==> config.mk <==
export PLATFORM = sky130hd
export DESIGN_NAME = symbol_row_ctrl
export DESIGN_NICKNAME = d
export VERILOG_FILES = /design/src/rtl/vga_pkg.sv /design/src/rtl/box_scan.sv /design/src/rtl/symbol_row_ctrl.sv
export SDC_FILE = /design/constraint.sdc
export NUM_CORES = 1
export LEC_CHECK = 0
export CORE_MARGIN = 2
export CORE_UTILIZATION = 45
export CTS_BUF_LIST = sky130_fd_sc_hd__clkbuf_4
export DETAILED_ROUTE_END_ITERATION = 12
export PLACE_DENSITY = 0.87
export SYNTH_ARGS = -nofsm -noshare
export SYNTH_HDL_FRONTEND = slang
export SYNTH_SLANG_ARGS = --single-unit
==> constraint.sdc <==
create_clock -name clk -period 3.4 [get_ports clk]
set_input_delay 0.34 -clock clk [delete_from_list [all_inputs] [get_ports clk]]
set_output_delay 0.34 -clock clk [all_outputs]
set_load 0.01 [all_outputs]
==> src/rtl/vga_pkg.sv <==
// Shared VGA definitions: screen bounds, colour constants and the row-sequencer state type.
package vga_pkg;

  localparam int SCREEN_W = 160;
  localparam int SCREEN_H = 120;

  localparam logic [2:0] BLACK = 3'b000;
  localparam logic [2:0] CYAN  = 3'b011;

  typedef enum logic [2:0] {
    ST_IDLE,
    ST_ERASE,
    ST_DRAW,
    ST_GAP,
    ST_FIN
  } row_state_e;

endpackage

==> src/rtl/box_scan.sv <==
// Enable-driven 2-D counter walking a BOX x BOX square row-major (ex fastest).
// It wraps back to (0,0) after the last pixel, so it is ready for the next slot.
module box_scan #(
  parameter  int BOX = 16,
  localparam int CW  = (BOX > 1) ? $clog2(BOX) : 1
) (
  input  logic          clk,
  input  logic          reset_n,
  input  logic          en,
  output logic [CW-1:0] ex,
  output logic [CW-1:0] ey,
  output logic          last
);

  localparam logic [CW-1:0] MAX = CW'(BOX - 1);

  logic [CW-1:0] ex_reg;
  logic [CW-1:0] ey_reg;

  // Advance one pixel per enabled cycle; ey steps when ex wraps.
  always_ff @(posedge clk or negedge reset_n) begin
    if (!reset_n) begin
      ex_reg <= '0;
      ey_reg <= '0;
    end else if (en) begin
      if (ex_reg == MAX) begin
        ex_reg <= '0;
        ey_reg <= (ey_reg == MAX) ? '0 : ey_reg + CW'(1);
      end else begin
        ex_reg <= ex_reg + CW'(1);
      end
    end
  end

  assign ex   = ex_reg;
  assign ey   = ey_reg;
  assign last = (ex_reg == MAX) && (ey_reg == MAX);

endmodule

==> src/rtl/symbol_row_ctrl.sv <==
// Row sequencer: walks NUM_SLOTS symbol slots left to right, optionally erasing each
// slot box to black, then enabling the symbol renderer at the slot base until it
// reports completion. Muxes erase pixels or renderer pixels onto the VGA plot port.
module symbol_row_ctrl
  import vga_pkg::*;
#(
  parameter int NUM_SLOTS = 4,
  parameter int X0        = 8,
  parameter int Y0        = 40,
  parameter int PITCH     = 20,
  parameter int BOX       = 16
) (
  input  logic       clk,
  input  logic       reset_n,
  input  logic       start,
  input  logic       erase,
  output logic       busy,
  output logic       done,
  output logic       draw_en,
  output logic [7:0] sym_x,
  output logic [6:0] sym_y,
  input  logic       sym_done,
  input  logic [7:0] rend_x,
  input  logic [6:0] rend_y,
  input  logic [2:0] rend_colour,
  output logic [7:0] pix_x,
  output logic [6:0] pix_y,
  output logic [2:0] pix_colour,
  output logic       plot
);

  localparam int SW   = (NUM_SLOTS > 1) ? $clog2(NUM_SLOTS) : 1;
  localparam int EW   = (BOX > 1) ? $clog2(BOX) : 1;
  localparam int NTAB = 1 << SW;

  localparam logic [SW-1:0] LAST_SLOT = SW'(NUM_SLOTS - 1);
  localparam logic [6:0]    BASE_Y    = 7'(Y0);

  row_state_e    state_reg;
  logic [SW-1:0] slot_reg;
  logic          erase_q_reg;
  logic          first_draw_reg;

  logic [EW-1:0] ex;
  logic [EW-1:0] ey;
  logic          scan_last;
  logic          scan_en;

  logic [7:0]    base_tbl [NTAB];
  logic [7:0]    base_x;

  // Slot base x positions as a constant table; unreachable entries read as zero.
  genvar gi;
  generate
    for (gi = 0; gi < NTAB; gi++) begin : g_base
      if (gi < NUM_SLOTS) begin : g_used
        assign base_tbl[gi] = 8'(X0 + gi * PITCH);
      end else begin : g_unused
        assign base_tbl[gi] = 8'd0;
      end
    end
  endgenerate

  assign base_x  = base_tbl[slot_reg];
  assign scan_en = (state_reg == ST_ERASE);

  box_scan #(
    .BOX (BOX)
  ) u_scan (
    .clk     (clk),
    .reset_n (reset_n),
    .en      (scan_en),
    .ex      (ex),
    .ey      (ey),
    .last    (scan_last)
  );

  // Row sequencing FSM with slot counter, latched erase mode and first-draw marker.
  always_ff @(posedge clk or negedge reset_n) begin
    if (!reset_n) begin
      state_reg      <= ST_IDLE;
      slot_reg       <= '0;
      erase_q_reg    <= 1'b0;
      first_draw_reg <= 1'b0;
    end else begin
      case (state_reg)
        ST_IDLE: begin
          if (start) begin
            erase_q_reg    <= erase;
            slot_reg       <= '0;
            first_draw_reg <= 1'b1;
            state_reg      <= erase ? ST_ERASE : ST_DRAW;
          end
        end
        ST_ERASE: begin
          if (scan_last) begin
            first_draw_reg <= 1'b1;
            state_reg      <= ST_DRAW;
          end
        end
        ST_DRAW: begin
          // Renderer output lags by a cycle, so only the first DRAW cycle is unplotted.
          first_draw_reg <= 1'b0;
          if (sym_done) begin
            state_reg <= ST_GAP;
          end
        end
        ST_GAP: begin
          if (slot_reg == LAST_SLOT) begin
            state_reg <= ST_FIN;
          end else begin
            slot_reg       <= slot_reg + SW'(1);
            first_draw_reg <= 1'b1;
            state_reg      <= erase_q_reg ? ST_ERASE : ST_DRAW;
          end
        end
        ST_FIN: begin
          state_reg <= ST_IDLE;
        end
        default: begin
          state_reg <= ST_IDLE;
        end
      endcase
    end
  end

  assign busy    = (state_reg != ST_IDLE);
  assign done    = (state_reg == ST_FIN);
  assign draw_en = (state_reg == ST_DRAW);
  assign sym_x   = draw_en ? base_x : 8'd0;
  assign sym_y   = draw_en ? BASE_Y : 7'd0;

  // Plot-port mux: erase pixels in ERASE, renderer pixels in DRAW, idle zeros otherwise.
  always_comb begin
    pix_x      = 8'd0;
    pix_y      = 7'd0;
    pix_colour = 3'b000;
    plot       = 1'b0;
    case (state_reg)
      ST_ERASE: begin
        pix_x      = base_x + 8'(ex);
        pix_y      = BASE_Y + 7'(ey);
        pix_colour = BLACK;
        plot       = 1'b1;
      end
      ST_DRAW: begin
        pix_x      = rend_x;
        pix_y      = rend_y;
        pix_colour = rend_colour;
        plot       = !first_draw_reg;
      end
      default: begin
        plot = 1'b0;
      end
    endcase
  end

endmodule

Word-level counts from Yosys, hierarchy flattened:

Index checks and enable logic that the tools add are counted.

* register bits after elaboration: 15
* logic and storage cells: 60

* add/sub/neg operators: 5
* $lt $le $gt $ge: 1
* equality and inequality tests: 11
* mux-type cells: 25
* bitwise logic cells: 1
* reduce and logical (&&, ||, !) cells: 11

Operators by type and width (count)
* $mux W8: 3
* $bmux W8 S2: 1
* $pmux W8 S2: 1
* $mux W3: 5
* $pmux W7 S2: 1
* $pmux W3 S4: 1
* $add A4 B1 Y4 const B: 2
* $add A8 B4 Y8: 1
* $eq A4 B4 Y1 const B: 2
* $mux W2: 4
* $mux W4: 2
* $add A6 B4 Y7 const A: 1
* $eq A3 B2 Y1 const B: 2
* $mux W6: 1
* $ne A2 B2 Y1 const B: 3
* $reduce_and A3 Y1: 2
* $pmux W1 S4: 1
* $pmux W2 S2: 1
* $reduce_and A2 Y1: 2
* $reduce_and A4 Y1: 1
* $reduce_bool A4 Y1: 1
* $eq A3 B1 Y1 const B: 1
* $eq A3 B3 Y1 const B: 1
* $ge A3 B3 Y1 const B: 1
* 11 further kinds: 13

Depth between registers and ports, before layout:

* word-level depth: 6
* depth in mapped cells: 6

Cells and area by module:

From an unflattened synthesis, not the netlist that was laid out.

* cells, all modules: 138
* area, all modules: 1191.1 um^2

Modules (own cells, without submodules)
* symbol_row_ctrl: instances 1, cells an instance 99, area each 800.8 um^2
* box_scan: instances 1, cells an instance 39, area each 390.4 um^2

Worst setup path before layout:

OpenSTA, ideal clock, no wires.

* path type: flip-flop to output port
* start point: register state_reg[2]
* end point: output port pix_x[5]
* arrival: 1.544 ns
* path slack: 1.516 ns
* cell stages (with the launch flop): 6
* buffers on the path: 2
* cells stage by stage: dfrtp_1 buf_6 or3b_1 clkbuf_2 or4_1 nand3_1

* word-level cells in the longest chain between the ends: 2
* elaborated cells on any way between the ends: 3

RTL lines
* start: declaration: line symbol_row_ctrl.sv:39 `row_state_e state_reg;`
* start signal: assignment: line symbol_row_ctrl.sv:92 `state_reg <= erase ? ST_ERASE : ST_DRAW;`
* start signal: assignment: line symbol_row_ctrl.sv:114 `state_reg <= erase_q_reg ? ST_ERASE : ST_DRAW;`
* $eq A3 B2 Y1 or $eq A3 B1 Y1 (tied branches): line symbol_row_ctrl.sv:139 `case (state_reg)`
* $pmux W8 S2 (*): line symbol_row_ctrl.sv:139
* end: declaration: line symbol_row_ctrl.sv:26 `output logic [7:0] pix_x,`

Mark *: on every way between the ends. The rest lies on a longest branch, timed or not.

Final worst setup path:

* start point: register state_reg[1]
* end point: output port pix_x[7]

Same word-level chain as after synthesis.

==> results.cfg <==
[run_status]
status = finished, final reports clean

[routing]
ant_nets = 0
wirelength_um = 2920
drc_errors = 0
drt-initial-drc-count = 15
num_vias = 1168
drt-vias-per-instance = 5.38
wl_per_cell_um = 13.5
dr.pass1.iters = 4

[floorplanning]
die_h_um = 55.7
coreArea_sq_um = 2500
die-width_um = 55.7
initial_core_util = 0.481
rows = 18
num_io_pins = 60
die_area_sq_um = 3100

[synthesis]
ys_seq_elements = 15
async_reset_ff_frac = 1.00
synth-seq-area-share = 0.312
synth_area_per_cell_sq_um = 8.41
syn_area_sq_um = 1200
synth-main-ff-cell = dfrtp_1
syn_inst = 143
synth_cell_type_count = 41
synth_enable_flop_cells = 0
yosysWarnings = 0

[finish]
diodes = 0
drive_above_1_share = 0.0535
fin_cells = 217
multi_input_area_sq_um = 697
area_growth_pct = 40.7
fillers = 203
num-nets-final = 218
regArea_sq_um = 375

[cts]
htreeDepth = 1
max-clock-path-buffers = 2
post_cts.repair.setup_buffers = 0
cts-resized-gates = 0
clkSinkCount = 15
cts_hold_buf = 0
cts_tree = built
clk_latency_ns = 0.29
cts-root-buf = clkbuf_4
clkSlewWorstSetupHoldPaths_ns = 0.10
cts_inserted_buffers = 3

[worst_setup_path]
crit_arrival_ns = 2.70
crit_path_cell_trace = or3b_2, inv_1, nand2_1, o31ai_1, clkdlybuf4s50_1
critPathRequiredTime_ns = 3.06
crit_family = buffers and inverters
worstSetupPathType = flop to output pin
crit_buf_inv = 2
cp_max_fo = 25
endpoint_kind = output pin
reg2reg_slack_ns = 1.25
slowest_stage = clkdlybuf4s50_1
startpoint_type = flop
max_stage_delay_ns = 0.58

[power_and_ir_drop]
p_leak_nw = 0.718
ir_drop_uv = 565
p_per_area_nw_per_um2 = 821

[timing]
period_needed_ns = 3.04
tightestPinTransition_ns = 0.679
rsz0062_at_grt = false
drv_slew = 0
post-route-period-util = 0.895
hold_violations = 0
setup_viol = 0
slew-limit-headroom = 0.546
fmax_mhz = 328
finalClockSkew_ns = 0.0123
fin_setup_tns_ns = 0

[global_routing]
grt_max_degree = 26
grt_pass1_wl_um = 4900
antenna_found_initial = 0
globalRoute.totalOverflow = 0
first_global_vias = 1115
track_usage = 0.191

[placement]
port_buffers = 51
dp_hpwl_um = 2250
placed_cells = 213
routabilityCongestion = 0.873

[hold_path]
min_path_type = primary input to async pin

[flow_run]
max_cap_viol_count = 0
[cell usage in the layout, fill, tap and decap left out, types with 2 or more instances in the layout]
master and instances:
dfrtp_1 15, xnor2_1 4, nand3b_1 2, and3_1 2, or4_1 2, clkdlybuf4s50_1 51
and2_1 6, o41ai_1 2, clkbuf_4 4, conb_1 8, nand2_1 19, a21oi_1 3
nand2b_1 2, mux2_2 2, nand3_1 5, a22o_1 6, o21ai_0 13, nor2_1 4
inv_1 9, ha_1 6, o211ai_1 2, o31ai_1 3
[synthesized netlist by cell type, types with 2 or more instances]
master / count / area [sq um]
xnor2_1: 4 / 35.0
or4_1: 2 / 15.0
a22o_1: 6 / 52.6
a21oi_1: 3 / 15.0
nor2_1: 4 / 15.0
nand2b_1: 2 / 12.5
and3_1: 2 / 12.5
buf_4: 10 / 75.1
ha_1: 6 / 75.1
dfrtp_1: 15 / 375
mux2_2: 2 / 22.5
o41ai_1: 2 / 17.5
o21ai_0: 13 / 65.1
o211ai_1: 2 / 15.0
nand2_1: 19 / 71.3
nand3b_1: 2 / 15.0
o31ai_1: 3 / 22.5
nand3_1: 5 / 25.0
clkbuf_1: 3 / 11.3
inv_1: 9 / 33.8
and2_1: 6 / 37.5
buf_2: 4 / 20.0
[worst reg2reg max path, stage by stage (launching register included)]
cell      delay, ns
dfrtp_1        0.54
or3b_2         0.54
inv_1          0.52
a211oi_1       0.17
a31o_2         0.27
[power breakdown]
| group | internal, mW | leakage, nW | switching [mW] |
|---|---|---|---|
| clock network | 0.0536 | 0.0184 | 0.0598 |
| registers | 0.244 | 0.190 | 0.107 |
| logic | 0.489 | 0.509 | 0.436 |
| total | 0.786 | 0.718 | 0.602 |
[stage by stage]
step	util	hold WS (ns)	setup slack (ns)	instance area [sq um]	total power, mW
3_5_place_dp	0.665	0.485	0.648	1660	1.28
2_1_floorplan	-	0.0444	1.52	1230	0.891
5_1_grt	0.677	0.507	0.171	1690	1.50
3_3_place_gp	0.665	0.467	0.785	1660	1.24
4_1_cts	0.677	0.494	0.340	1690	1.40
6_report	0.677	0.453	0.356	1690	1.39
[worst paths after layout]
check                                                start                          to  cells after the start
worst max-delay path              state_reg[1]$_DFFE_PN0P_                    pix_x[7]                      5
worst min-delay path                               reset_n    u_scan.ey[2]$_DFFE_PN0P_                      1
worst max register to register    state_reg[1]$_DFFE_PN0P_    state_reg[0]$_DFFE_PN0P_                      4
worst min register to register  first_draw_reg$_DFFE_PN0P_  first_draw_reg$_DFFE_PN0P_                      2
max in group asynchronous                          reset_n     slot_reg[1]$_DFFE_PN0P_                      1
min in group clk                first_draw_reg$_DFFE_PN0P_  first_draw_reg$_DFFE_PN0P_                      2
[final cells by class]
| type | count | area share |
|---|---|---|
| inverter | 9 | 0.0200 |
| tap | 30 | 0.0222 |
| multi-input combinational | 107 | 0.412 |
| sequential | 15 | 0.222 |
| timing repair buffer | 52 | 0.306 |
| clock buffer | 4 | 0.0178 |
[layer usage]
layer  up-vias  GRT usage  part of all wire
li1        574          -                 -
met1       536      0.243              0.44
met2        52      0.328              0.48
met3         6     0.0395             0.071
met4         0     0.0523             0.015
met5         -          0                 0
[cells by family (layout without fill, tap and decap cells)]
group | Yosys count | in the layout | synth area share
AND/OR/NAND/NOR | 53 | 53 | 0.246
AO/OA/AOI/OAI | 33 | 33 | 0.182
buffers and inverters | 28 | 65 | 0.130
flip-flops | 15 | 15 | 0.312
adder cells (fa/ha/maj) | 7 | 7 | 0.0791
XOR/XNOR | 4 | 4 | 0.0291
multiplexers | 2 | 2 | 0.0187
other | 1 | 8 | 0.00312
Note: power is estimated with default switching activity, not from simulation.
